$ cat config.mk
export PLATFORM = sky130hd
export DESIGN_NAME = mult_table_arbiter_flat
export DESIGN_NICKNAME = d
export VERILOG_FILES = /design/src/rtl/mult_table_pkg.sv /design/src/rtl/mult_table_arbiter_if.sv /design/src/rtl/mult_table_arbiter_rr_grant.sv /design/src/rtl/mult_table_arbiter.sv /design/src/flat_wrapper.sv
export SDC_FILE = /design/constraint.sdc
export NUM_CORES = 1
export LEC_CHECK = 0
export ABC_AREA = 1
export BUFFER_PORTS_ARGS = -buffer_cell sky130_fd_sc_hd__buf_2
export CAP_MARGIN = 20
export CORE_MARGIN = 2
export CORE_UTILIZATION = 40
export DETAILED_ROUTE_END_ITERATION = 16
export PLACE_DENSITY = 0.73
export SYNTH_ARGS = -nofsm -noshare
export SYNTH_HDL_FRONTEND = slang
export SYNTH_SLANG_ARGS = --single-unit
$ cat constraint.sdc
create_clock -name clk -period 4.6 [get_ports clk]
set_input_delay 0.92 -clock clk [delete_from_list [all_inputs] [get_ports clk]]
set_output_delay 0.92 -clock clk [all_outputs]
set_load 0.02 [all_outputs]
$ cat src/rtl/mult_table_pkg.sv
// Shared widths and types for the times-table arbiter slice.
// Used by the arbiter top, its round-robin picker and the bus interface.
package mult_table_pkg;
  localparam int OP_W     = 3;
  localparam int RES_W    = 6;
  localparam int ADDR_W   = 6;
  localparam int MAX_NREQ = 8;

  typedef logic [OP_W-1:0]   operand_t;
  typedef logic [RES_W-1:0]  result_t;
  typedef logic [ADDR_W-1:0] mem_addr_t;

  function automatic result_t mult_op(input operand_t a, input operand_t b);
    return result_t'(a) * result_t'(b);
  endfunction
endpackage

$ cat src/rtl/mult_table_arbiter_if.sv
// Request/response and memory-port bundle for mult_table_arbiter.
// rsp_err exists only when MULT_TABLE_ARB_SELFCHECK_EN is defined.
interface mult_table_arbiter_if
  import mult_table_pkg::*;
#(
  parameter int NREQ = 4
);
  logic [NREQ-1:0]      req_valid;
  logic [OP_W*NREQ-1:0] req_a;
  logic [OP_W*NREQ-1:0] req_b;
  logic [NREQ-1:0]      req_ready;
  logic [NREQ-1:0]      rsp_valid;
  result_t              rsp_result;
  logic                 mem_en;
  mem_addr_t            mem_addr;
  result_t              mem_data;
`ifdef MULT_TABLE_ARB_SELFCHECK_EN
  logic                 rsp_err;

  modport slave (
    input  req_valid, req_a, req_b, mem_data,
    output req_ready, rsp_valid, rsp_result, mem_en, mem_addr, rsp_err
  );
  modport master (
    output req_valid, req_a, req_b, mem_data,
    input  req_ready, rsp_valid, rsp_result, mem_en, mem_addr, rsp_err
  );
`else
  modport slave (
    input  req_valid, req_a, req_b, mem_data,
    output req_ready, rsp_valid, rsp_result, mem_en, mem_addr
  );
  modport master (
    output req_valid, req_a, req_b, mem_data,
    input  req_ready, rsp_valid, rsp_result, mem_en, mem_addr
  );
`endif
endinterface

$ cat src/rtl/mult_table_arbiter_rr_grant.sv
// Combinational round-robin picker: searches from last_grant+1 upward,
// wrapping, and returns the first requesting index one-hot and encoded.
module rr_grant #(
  parameter int NREQ  = 4,
  parameter int IDX_W = 2
) (
  input  logic [NREQ-1:0]  req,
  input  logic [IDX_W-1:0] last_grant,
  output logic [NREQ-1:0]  gnt,
  output logic [IDX_W-1:0] gnt_idx,
  output logic             gnt_vld
);
  int               cand;
  logic [IDX_W-1:0] cand_idx;

  always_comb begin
    gnt      = '0;
    gnt_idx  = '0;
    gnt_vld  = 1'b0;
    cand     = 0;
    cand_idx = '0;
    for (int i = 1; i <= NREQ; i++) begin
      cand = int'(last_grant) + i;
      if (cand >= NREQ) cand = cand - NREQ;
      cand_idx = IDX_W'(cand);
      if (!gnt_vld && req[cand_idx]) begin
        gnt[cand_idx] = 1'b1;
        gnt_idx       = cand_idx;
        gnt_vld       = 1'b1;
      end
    end
  end
endmodule

$ cat src/rtl/mult_table_arbiter.sv
// Shares the single-port 64x6 times-table memory among NREQ requesters.
// Optional MULT_TABLE_ARB_SELFCHECK_EN adds an a*b cross-check and rsp_err.
module mult_table_arbiter
  import mult_table_pkg::*;
#(
  parameter int NREQ = 4
) (
  input logic                clk,
  input logic                rst_n,
  mult_table_arbiter_if.slave bus
);
  localparam int IDX_W = (NREQ > 1) ? $clog2(NREQ) : 1;
  typedef logic [IDX_W-1:0] idx_t;

  logic [NREQ-1:0] gnt;
  idx_t            gnt_idx;
  logic            gnt_vld;
  logic            hs;
  operand_t        gnt_a, gnt_b;

  idx_t      last_grant_q, last_grant_d;
  mem_addr_t mem_addr_q, mem_addr_d;
  logic      s1_vld_q, s1_vld_d;
  idx_t      s1_own_q, s1_own_d;
  logic      s2_vld_q, s2_vld_d;
  idx_t      s2_own_q, s2_own_d;
  result_t   s2_data_q, s2_data_d;
`ifdef MULT_TABLE_ARB_SELFCHECK_EN
  operand_t  s1_a_q, s1_a_d;
  operand_t  s1_b_q, s1_b_d;
  logic      s2_err_q, s2_err_d;
`endif

  rr_grant #(.NREQ(NREQ), .IDX_W(IDX_W)) u_rr_grant (
    .req       (bus.req_valid),
    .last_grant(last_grant_q),
    .gnt       (gnt),
    .gnt_idx   (gnt_idx),
    .gnt_vld   (gnt_vld)
  );

  always_comb begin
    gnt_a = '0;
    gnt_b = '0;
    for (int i = 0; i < NREQ; i++) begin
      if (gnt[i]) begin
        gnt_a = gnt_a | bus.req_a[i*OP_W +: OP_W];
        gnt_b = gnt_b | bus.req_b[i*OP_W +: OP_W];
      end
    end
  end

  // Ready is masked in reset so no handshake can complete while rst_n is low.
  always_comb begin
    hs            = rst_n & gnt_vld;
    bus.req_ready = rst_n ? gnt : '0;
    bus.mem_en    = hs;
    mem_addr_d    = hs ? {gnt_a, gnt_b} : mem_addr_q;
    bus.mem_addr  = mem_addr_d;
    last_grant_d  = hs ? gnt_idx : last_grant_q;
    s1_vld_d      = hs;
    s1_own_d      = hs ? gnt_idx : s1_own_q;
    s2_vld_d      = s1_vld_q;
    s2_own_d      = s1_own_q;
    s2_data_d     = s1_vld_q ? bus.mem_data : s2_data_q;
`ifdef MULT_TABLE_ARB_SELFCHECK_EN
    s1_a_d        = hs ? gnt_a : s1_a_q;
    s1_b_d        = hs ? gnt_b : s1_b_q;
    s2_err_d      = s1_vld_q && (bus.mem_data != mult_op(s1_a_q, s1_b_q));
`endif
  end

  always_comb begin
    bus.rsp_valid  = s2_vld_q ? (NREQ'(1) << s2_own_q) : '0;
    bus.rsp_result = s2_data_q;
`ifdef MULT_TABLE_ARB_SELFCHECK_EN
    bus.rsp_err    = s2_err_q;
`endif
  end

  always_ff @(posedge clk) begin
    if (!rst_n) begin
      last_grant_q <= idx_t'(NREQ - 1);
      mem_addr_q   <= '0;
      s1_vld_q     <= 1'b0;
      s1_own_q     <= '0;
      s2_vld_q     <= 1'b0;
      s2_own_q     <= '0;
      s2_data_q    <= '0;
`ifdef MULT_TABLE_ARB_SELFCHECK_EN
      s1_a_q       <= '0;
      s1_b_q       <= '0;
      s2_err_q     <= 1'b0;
`endif
    end else begin
      last_grant_q <= last_grant_d;
      mem_addr_q   <= mem_addr_d;
      s1_vld_q     <= s1_vld_d;
      s1_own_q     <= s1_own_d;
      s2_vld_q     <= s2_vld_d;
      s2_own_q     <= s2_own_d;
      s2_data_q    <= s2_data_d;
`ifdef MULT_TABLE_ARB_SELFCHECK_EN
      s1_a_q       <= s1_a_d;
      s1_b_q       <= s1_b_d;
      s2_err_q     <= s2_err_d;
`endif
    end
  end
endmodule

$ cat src/flat_wrapper.sv
// flat-port wrapper written by rule: the top's interface ports become plain ports
module mult_table_arbiter_flat import mult_table_pkg::*;
#(
  parameter int NREQ = 4
)
  (clk, rst_n, bus_req_valid, bus_req_a, bus_req_b, bus_mem_data, bus_req_ready, bus_rsp_valid, bus_rsp_result, bus_mem_en, bus_mem_addr);
  mult_table_arbiter_if #(.NREQ(NREQ)) bus_i ();
  input logic clk;
  input logic rst_n;
  input wire logic [$bits(bus_i.req_valid)-1:0] bus_req_valid;
  input wire logic [$bits(bus_i.req_a)-1:0] bus_req_a;
  input wire logic [$bits(bus_i.req_b)-1:0] bus_req_b;
  input wire logic [$bits(bus_i.mem_data)-1:0] bus_mem_data;
  output wire logic [$bits(bus_i.req_ready)-1:0] bus_req_ready;
  output wire logic [$bits(bus_i.rsp_valid)-1:0] bus_rsp_valid;
  output wire logic [$bits(bus_i.rsp_result)-1:0] bus_rsp_result;
  output wire logic [$bits(bus_i.mem_en)-1:0] bus_mem_en;
  output wire logic [$bits(bus_i.mem_addr)-1:0] bus_mem_addr;
  assign bus_i.req_valid = bus_req_valid;
  assign bus_i.req_a = bus_req_a;
  assign bus_i.req_b = bus_req_b;
  assign bus_i.mem_data = bus_mem_data;
  assign bus_req_ready = bus_i.req_ready;
  assign bus_rsp_valid = bus_i.rsp_valid;
  assign bus_rsp_result = bus_i.rsp_result;
  assign bus_mem_en = bus_i.mem_en;
  assign bus_mem_addr = bus_i.mem_addr;
  mult_table_arbiter #(.NREQ(NREQ)) u_core (.clk(clk), .rst_n(rst_n), .bus(bus_i));
endmodule
==> run summary, run 1 <==
### Run status
• run status: complete, no violations

### Die
• CORE AREA: 3610 µm²
• Rows: 22
• area enclosed by the die boundary: 4220 µm²
• Die Span X: 65.0 µm
• Top-Level Pins: 57
• die height: 65.0 µm
• effective utilization at floorplan: 41.3%

### Timing
• crit path time final: 3.56 ns
• number of max-slew violations in the final report: 0
• slack of the critical path: 1.04 ns
• unrepaired setup endpoints after global routing: false
• final cycle utilization of the critical path: 77.4%
• Worst Hold Slack: 0.427 ns
• measured slew at the worst slew-check pin: 0.387 ns
• final hold violation count: 0
• worst slew margin relative to its limit: 74.2%
• maximum operating frequency: 281 MHz
• final count of negative-setup-slack endpoints: 0
• final setup skew: 0.00171 ns
• Setup TNS Final: 0 ns

### Power
• leakage power summed over all cells: 1.07 nW
• power per cell area: 592 nW/µm²
• Total Power Consumption: 0.00109 W
• worst vdd rail ir drop: 0.218 mV

### Detailed routing
• antenna violation net count after detailed routing: 0
• violation count after the first detailed-routing iteration: 46
• via density per instance: 4.75
• Avg WL per Cell: 10.7 µm
• wire length after detailed routing: 3.32 mm
• first-pass iteration count of the detailed router: 4
• vias: 1471
• DRC: 0

### Critical path
• CP Capture Type: output port
• CP max FO: 8
• beginning of the critical path: u_core.last_grant_q[1]$_SDFFE_PN1P_
• Crit path required time: 3.68 ns
• kind of start point of the critical path: register
• data arrival time of the worst path: 2.64 ns
• Critical Setup Path Class: reg -> out
• Critical R2R Launch: u_core.last_grant_q[1]$_SDFFE_PN1P_
• number of cells traversed by the worst register-to-register path: 12

### Synth
• Netlist Area Pre-Place: 1490 µm²
• Area contributors post-synth: dfxtp_1 (27%), nand2_1 (15%), nand3_2 (12%)
• synthesized netlist net count: 250
• post-synth top area share: 26.9%
• average size of a mapped cell: 7.22 µm²
• cell type contributing the most total cell area after synthesis: dfxtp_1
• Post-Synthesis Cells: 206
• fraction of the yosys area taken by sequential cells: 26.9%
• FF+latch count, synth: 20
• post-synthesis cell type count: 23
• Yosys Warn Count: 0

### Place
• dpl ws: 1.29 ns
• final weighted congestion in routability-driven placement: 0.911
• DP Wirelength: 2.65 mm
• number of I/O port buffers: 56

### Global routing
• met2 layer usage reported by global route: 32.0%
• met3 track demand over resource in global routing: 3.47%
• first-pass GRT wire length: 5.74 mm
• total congestion overflow: 0
• GRT Overall Usage: 16.8%
• pin count of the biggest net entering global routing: 18
• met1 demand-to-capacity share in global routing: 19.5%
• vias in the first global route: 1381
• antenna violations before repair: 0
• GR peak layer: met2

### CTS
• CTS tree: done
• number of buffers created by CTS: 3
• CTS H-tree depth: 1
• clk root buf: clkbuf_8
• CTS Hold Bufs: 0
• clk slew on worst S/H paths: 0.07 ns
• number of resized instances in the post-cts repair step: 0
• TritonCTS Sinks: 20
• clock network latency to the later pin of the worst-skew pair: 0.25 ns
• post-CTS setup-driven buffer insertion count: 0
• maximum count of clock buffers along a single path: 2

### Finish
• highest-count cells in the layout ignoring fill and taps: nand2_1 (58), buf_2 (56), nor2_1 (25)
• # nets final: 308
• Core Util, Final: 51.3%
• area growth from synthesis to layout: 24.4%
• commonest non-fill, non-tap cell in the layout: nand2_1
• fraction of final layout cells sized beyond drive strength 1: 39.7%
• ANT cells: 0

### Job
• total of max-cap violations: 0

### Min path
• worst hold stages: 2
• worst hold start: u_core.s1_own_q[0]$_SDFFE_PN0P_
• type of the worst min-delay path: reg -> reg

==> sequential cells by signal, indices dropped and copies added, names as in the netlist <==
| signal | cells |
|---|---|
| u_core.bus.rsp_result | 6 |
| u_core.mem_addr_q | 6 |
| u_core.last_grant_q | 2 |
| u_core.s1_own_q | 2 |
| u_core.s2_own_q | 2 |
| u_core.s1_vld_q | 1 |
| u_core.s2_vld_q | 1 |
==> synth_stat cells (all sizes together) <==
library cell and number:
o21ai 8, a21oi 4, nor2 28, dfxtp 20
and2b 1, a21boi 4, clkbuf 2, buf 1
inv 27, o211ai 2, ha 8, o31ai 1
nand4 1, nand2 67, nand3 21, o21bai 6
nor3 5
==> worst max-delay path, cell delays in order, from the launching register on <==
cell	delay (ns)
dfxtp_1	0.52
inv_1	0.24
ha_1	0.36
inv_1	0.15
nand3_1	0.10
nand2_1	0.06
and2b_4	0.21
nand3_2	0.07
nand3_2	0.15
nand2_1	0.12
nand3_2	0.08
o21bai_2	0.15
inv_1	0.05
buf_2	0.15
==> path summary, 6_finish.rpt <==
| path | endpoint | slack [ns] |
|---|---|---|
| setup reg to reg | u_core.mem_addr_q[5]$_SDFF_PN0_ | 2.25 |
| hold / removal | u_core.s2_own_q[0]$_SDFF_PN0_ | 0.43 |
| hold reg to reg | u_core.s2_own_q[0]$_SDFF_PN0_ | 0.43 |
| setup / recovery | bus_mem_addr[5] | 1.04 |
==> metrics by stage <==
stage / instance area (µm²) / cells
6_report: 1850 / 310
5_1_grt: 1850 / 310
4_1_cts: 1850 / 310
3_5_place_dp: 1810 / 307
2_1_floorplan: 1490 / 206
3_3_place_gp: 1810 / 307
==> per-layer routing <==
metal	up-vias	share of wire, %
li1	766	-
met1	649	45
met2	54	46
met3	2	8.5
met4	0	0.42
met5	-	0
==> power breakdown <==
group | internal [W] | switching [W] | total (W)
combinational | 0.000258 | 0.000477 | 0.000734
sequential | 0.000218 | 0.0000341 | 0.000252
clock | 0.0000581 | 0.0000502 | 0.000108
==> area by class of cell <==
class | instances | area (µm²)
clock buffer | 3 | 41.3
tap | 48 | 60.1
fill | 371 | 1760
sequential | 20 | 400
inverter | 27 | 101
timing repair buffer | 56 | 280
multi-input combinational | 156 | 967
==> logic make-up (layout without fill, tap and decap cells) <==
family	Yosys count	after routing	share of synthesized area, %
AO/OA/AOI/OAI	25	25	13.1
adder cells (fa/ha/maj)	8	8	6.73
buffers and inverters	30	86	8.07
flip-flops	20	20	26.9
AND/OR/NAND/NOR	123	123	45.2
Power figures use the tool's default switching activity.
==> run 2, diff against run 1 <==
- PLACE_DENSITY: 0.73 -> 0.76
- clock period: 4.6 -> 3 ns (I/O delays scaled with it)
==> run 2 against run 1 <==
Routed wire length increased by 1.5%; sequential share of layout area decreased by 0.87 points; via count rose by 0.68%; power grew 68%; clock power up 140%.
==> run summary, run 2 (same netlist as run 1, synthesis figures left out) <==
### Run status
• run status: complete, no violations

### CTS
• clock network latency to the later pin of the worst-skew pair: 0.26 ns, about the same
• CTS Hold Bufs: 0, unchanged
• TritonCTS Sinks: 20, unchanged
• number of buffers created by CTS: 3, unchanged
• maximum count of clock buffers along a single path: 2, unchanged
• clk slew on worst S/H paths: 0.07 ns, about the same
• CTS tree: done
• clk root buf: clkbuf_8
• CTS H-tree depth: 1, unchanged

### Timing
• crit path time final: 2.81 ns
• maximum operating frequency: 356 MHz
• final setup skew: 0.00238 ns, +0.000670 ns
• slack of the critical path: 0.190 ns, -0.849 ns
• number of max-slew violations in the final report: 0, unchanged
• unrepaired setup endpoints after global routing: false
• worst slew margin relative to its limit: 80.7%, +6.5 points
• final hold violation count: 0, unchanged
• final cycle utilization of the critical path: 93.7%
• final count of negative-setup-slack endpoints: 0, unchanged
• measured slew at the worst slew-check pin: 0.287 ns, -0.0992 ns
• Setup TNS Final: 0 ns, unchanged
• Worst Hold Slack: 0.427 ns, +0.000205 ns

### Detailed routing
• Avg WL per Cell: 10.7 µm, about the same
• first-pass iteration count of the detailed router: 4, unchanged
• vias: 1481, +0.68%
• highest metal layer used by the detailed router: met4
• DRC: 0, unchanged
• antenna violation net count after detailed routing: 0, unchanged
• violation count after the first detailed-routing iteration: 36, -22%
• Met3 Wirelength: 265 µm, -5.7%
• via density per instance: 4.70, -0.92%
• met2 wire length: 1.55 mm, +0.59%
• metal1 wirelength: 1.53 mm, +2.8%
• wire length after detailed routing: 3.37 mm, +1.5%

### Die
• area enclosed by the die boundary: 4220 µm², unchanged
• die height: 65.0 µm, unchanged
• Top-Level Pins: 57, unchanged
• Rows: 22, unchanged
• CORE AREA: 3610 µm², unchanged
• Die Span X: 65.0 µm, unchanged
• effective utilization at floorplan: 41.3%, unchanged

### Min path
• worst hold stages: 2, unchanged
• worst hold start: u_core.s1_own_q[1]$_SDFFE_PN0P_
• type of the worst min-delay path: reg -> reg

### Critical path
• Critical Setup Path Class: reg -> out
• Critical R2R Launch: u_core.last_grant_q[0]$_SDFFE_PN1P_
• Crit path required time: 2.40 ns, -1.28 ns
• number of cells traversed by the worst register-to-register path: 12, unchanged
• CP max FO: 7, -1
• kind of start point of the critical path: register
• CP Capture Type: output port
• data arrival time of the worst path: 2.21 ns, -0.43 ns
• beginning of the critical path: u_core.last_grant_q[0]$_SDFFE_PN1P_

### Finish
• # nets final: 312, +1.3%
• highest-count cells in the layout ignoring fill and taps: nand2_1 (58), buf_2 (56), nor2_1 (25)
• fraction of final layout cells sized beyond drive strength 1: 41.6%, +1.9 points
• commonest non-fill, non-tap cell in the layout: nand2_1
• area growth from synthesis to layout: 29.6%
• ANT cells: 0, unchanged

### Power
• net switching share of the total power: 48.7%, -2.5 points
• combinational cell fraction of total power: 65.9%, -1.2 points
• power per cell area: 956 nW/µm², +62%
• worst vdd rail ir drop: 0.422 mV, +94%
• Psw: 0.000898 W, +60%
• sequential cell fraction of total power: 19.8%, -3.2 points
• fraction of power consumed by the clock network: 14.3%, +4.4 points
• leakage power summed over all cells: 1.10 nW, +3.0%
• Pint: 0.000946 W, +77%

### Place
• dpl ws: 0.382 ns, -0.910 ns
• DP Wirelength: 2.71 mm, +2.1%
• final weighted congestion in routability-driven placement: 0.839, -7.9%
• number of I/O port buffers: 56, unchanged

### Global routing
• pin count of the biggest net entering global routing: 18, unchanged
• antenna violations before repair: 0, unchanged
• GRT Overall Usage: 16.9%, +0.073 points
• vias in the first global route: 1425, +3.2%
• first-pass GRT wire length: 5.75 mm, +0.12%
• total congestion overflow: 0, unchanged

### Job
• total of max-cap violations: 0, unchanged

run 2: metrics by stage:
stage | cell area [µm²] | std cells | utilization (%) | total power (W)
detailed placement | 1840 | 311 | 51.0 | 0.00157
global placement | 1840 | 311 | 51.0 | 0.00154
global route | 1930 | 315 | 53.5 | 0.00202
CTS | 1910 | 315 | 53.0 | 0.00184
floorplan | 1490 | 206 | - | 0.00128
finish | 1930 | 315 | 53.5 | 0.00184
run 2: final cells by class:
cell class / instances / area (µm²)
multi-input cells: 156 / 985
flip-flops and latches: 20 / 400
repair buffers: 60 / 310
clock buffers: 3 / 41.3
clock inverters: 1 / 30.0
well taps: 48 / 60.1
fillers: 350 / 1680
inverters: 27 / 101
run 2: routing by layer:
metal  vias to the layer above  track usage (%)
met2                        55             30.7
met4                         0             4.79
li1                        774                -
met1                       648             18.8
met5                         -                0
met3                         4             5.03
run 2: repair_timing:
action	in CTS	in global routing
hold endpoints to repair	0	0
setup endpoints to repair	0	6
setup buffers	0	0
resized for setup	0	4
run 2: final timing paths:
path	endpoint	slack (ns)
setup / recovery	bus_mem_addr[4]	0.19
hold reg to reg	u_core.s2_own_q[1]$_SDFF_PN0_	0.43
setup reg to reg	u_core.mem_addr_q[0]$_SDFF_PN0_	1.11
hold / removal	u_core.s2_own_q[1]$_SDFF_PN0_	0.43
run 2: power groups by stage:
stage / combinational (W) / sequential [W] / clock, W
finish: 0.00122 / 0.000365 / 0.000264
global route: 0.00136 / 0.000374 / 0.000286
CTS: 0.00120 / 0.000365 / 0.000273
detailed placement: 0.00120 / 0.000370 / 0
global placement: 0.00117 / 0.000370 / 0
floorplan: 0.000884 / 0.000393 / 0
run 2: worst max-delay path, cell delays in order, from the launching register on:
cell and delay (ns):
dfxtp_1 0.37, inv_2 0.05, ha_2 0.36, inv_2 0.07, nand3_1 0.08, nand2_1 0.05, and2b_4 0.29, nand3_2 0.09
nand3_2 0.15, nand2_1 0.08, nand3_2 0.09, o21bai_2 0.06, inv_1 0.06, buf_2 0.16
==> run 3, diff against run 2 <==
- RECOVER_POWER: unset -> 100
==> run 3 against run 2 <==
Cell area decreased by 1.3%; cell count unchanged; highest routed layer unchanged; combinational power about the same; clock skew about the same; power decreased by 0.79%; sequential power about the same.
==> run summary, run 3 (same netlist as run 1, synthesis figures left out) <==
### Critical path
• Critical R2R Launch: u_core.last_grant_q[0]$_SDFFE_PN1P_
• most frequent cell on the critical path: nand3_2
• slack of the worst reg-to-reg path: 1.11 ns, about the same
• number of cells traversed by the worst register-to-register path: 12, unchanged
• Critical-path top delay cell: dfxtp_1
• largest incremental delay on the critical path: 0.37 ns, about the same
• Crit path required time: 2.40 ns, about the same
• Critical Setup Path Class: reg -> out
• kind of start point of the critical path: register
• Crit Reg-Reg Endpoint: u_core.mem_addr_q[2]$_SDFF_PN0_
• CP max FO: 7, unchanged
• CP Capture Type: output port
• data arrival time of the worst path: 2.22 ns, about the same
• list of cells traversed by the critical path: inv_2 -> ha_2 -> inv_2 -> nand3_1 -> nand2_1 -> and2b_4 -> nand3_2 -> nand3_2 -> nand2_1 -> nand3_2 -> o21bai_2 -> inv_1 -> clkbuf_2

### Min path
• end point of the worst hold path: u_core.s2_own_q[1]$_SDFF_PN0_
• type of the worst min-delay path: reg -> reg
• worst hold stages: 2, unchanged
• worst hold start: u_core.s1_own_q[1]$_SDFFE_PN0P_

### Global routing
• total congestion overflow: 0, unchanged
• vias in the first global route: 1425, unchanged
• first-pass GRT wire length: 5.75 mm, unchanged
• antenna violations before repair: 0, unchanged
• pin count of the biggest net entering global routing: 18, unchanged
• GRT Overall Usage: 16.9%, unchanged

### Finish
• commonest non-fill, non-tap cell in the layout: nand2_1
• filler cell count: 354, +1.1%
• ANT cells: 0, unchanged
• area growth from synthesis to layout: 27.9%
• design area: 1900 µm², -1.3%
• highest-count cells in the layout ignoring fill and taps: nand2_1 (58), buf_2 (35), nor2_1 (25)
• combined area of the multi-input logic cells: 980 µm², -0.51%
• fraction of final layout cells sized beyond drive strength 1: 34.8%, -6.7 points
• sequential cell area: 400 µm², unchanged
• # nets final: 312, unchanged

### Timing
• maximum operating frequency: 354 MHz, -0.38%
• slack of the critical path: 0.179 ns, -0.0107 ns
• crit path time final: 2.82 ns, +0.0107 ns
• unrepaired setup endpoints after global routing: false
• measured slew at the worst slew-check pin: 0.671 ns, +0.384 ns
• final count of negative-setup-slack endpoints: 0, unchanged
• worst slew margin relative to its limit: 55.2%, -25 points
• final cycle utilization of the critical path: 94.0%, +0.36 points
• number of max-slew violations in the final report: 0, unchanged
• final hold violation count: 0, unchanged
• final setup skew: 0.00228 ns, -0.000100 ns
• Setup TNS Final: 0 ns, unchanged

### Power
• leakage power summed over all cells: 1.04 nW, -5.5%
• power per cell area: 961 nW/µm², +0.52%
• worst vdd rail ir drop: 0.420 mV, -0.43%

### CTS
• TritonCTS Sinks: 20, unchanged
• number of buffers created by CTS: 3, unchanged
• maximum count of clock buffers along a single path: 2, unchanged
• clk root buf: clkbuf_8
• CTS H-tree depth: 1, unchanged
• clock network latency to the later pin of the worst-skew pair: 0.26 ns, about the same
• clk slew on worst S/H paths: 0.07 ns, about the same
• CTS Hold Bufs: 0, unchanged
• CTS tree: done

### Detailed routing
• antenna violation net count after detailed routing: 0, unchanged
• DRC: 0, unchanged
• violation count after the first detailed-routing iteration: 36, unchanged
• wire length after detailed routing: 3.38 mm, +0.33%
• Avg WL per Cell: 10.7 µm, +0.33%
• via density per instance: 4.72, +0.47%
• first-pass iteration count of the detailed router: 4, unchanged
• vias: 1488, +0.47%

### Die
• Die Span X: 65.0 µm, unchanged
• Rows: 22, unchanged
• Top-Level Pins: 57, unchanged
• die height: 65.0 µm, unchanged
• area enclosed by the die boundary: 4220 µm², unchanged
• CORE AREA: 3610 µm², unchanged
• effective utilization at floorplan: 41.3%, unchanged

### Place
• instance area after placement: 1840 µm², unchanged
• dpl ws: 0.382 ns, unchanged
• DP Wirelength: 2.71 mm, unchanged
• number of I/O port buffers: 56, unchanged
• final weighted congestion in routability-driven placement: 0.839, unchanged

### Job
• total of max-cap violations: 0, unchanged

### Run status
• run status: complete, no violations

run 3: cell count changes in the layout (fill, tap and decap cells not counted):
cell      previous run  this run
inv_2                5         4
nand3_1              3         4
clkbuf_2             0         5
nand3_2             16        15
buf_2               56        35
inv_1               22        23
clkbuf_1             0        16
run 3: final cells by class:
class                           instances  share of cell area, %
Inverter                               27                   5.33
Clock inverter                          1                   1.58
Clock buffer                            3                   2.17
Tap cell                               48                   3.16
Sequential cell                        20                   21.0
Multi-Input combinational cell        156                   51.5
Timing Repair Buffer                   60                   15.3
run 3: how the worst max path moves through the flow:
stage | from | to | slack (ns) | cells after the start
after global routing | u_core.last_grant_q[1]$_SDFFE_PN1P_ | bus_mem_addr[4] | 0.01 | 13
after detailed placement | u_core.last_grant_q[0]$_SDFFE_PN1P_ | bus_mem_addr[3] | 0.38 | 13
after global placement | u_core.last_grant_q[0]$_SDFFE_PN1P_ | bus_mem_addr[3] | 0.40 | 13
after CTS | u_core.last_grant_q[0]$_SDFFE_PN1P_ | bus_mem_addr[3] | 0.09 | 13
final | u_core.last_grant_q[0]$_SDFFE_PN1P_ | bus_mem_addr[4] | 0.18 | 13
after floorplan | u_core.last_grant_q[0]$_SDFFE_PN1P_ | bus_mem_addr[0] | 0.38 | 12
run 3: per-stage QoR:
step	power (W)	instances	util [%]	hold WS [ns]
after CTS	0.00184	315	53.0	0.429
after global placement	0.00154	311	51.0	0.416
after detailed placement	0.00157	311	51.0	0.416
after global routing	0.00200	315	52.8	0.490
final	0.00183	315	52.8	0.427
after floorplan	0.00128	206	-	0.400
run 3: what timing repair did:
item | CTS | global route
gates resized for setup | 0 | 4
endpoints found under the setup margin | 0 | 6
setup buffers | 0 | 0
run 3: routing by layer:
metal,share of wire [%],GRT usage (%),vias to the layer above
li1,-,-,775
met1,45,18.8,654
met2,46,30.7,55
met3,7.8,5.03,4
met4,0.95,4.79,0
met5,0,0,-
run 3: worst max-delay path, delay by kind of cell, from the launching register on:
family	cells	cell delay, ns
adder cells (fa/ha/maj)	1	0.36
AND/OR/NAND/NOR	7	0.83
buffers and inverters	4	0.35
flip-flops	1	0.37
AO/OA/AOI/OAI	1	0.06
run 3: report_power, final:
part / internal [W] / switching [W]
Combinational: 0.000420 / 0.000780
Clock: 0.000178 / 0.0000859
Sequential: 0.000334 / 0.0000305
Total: 0.000932 / 0.000897
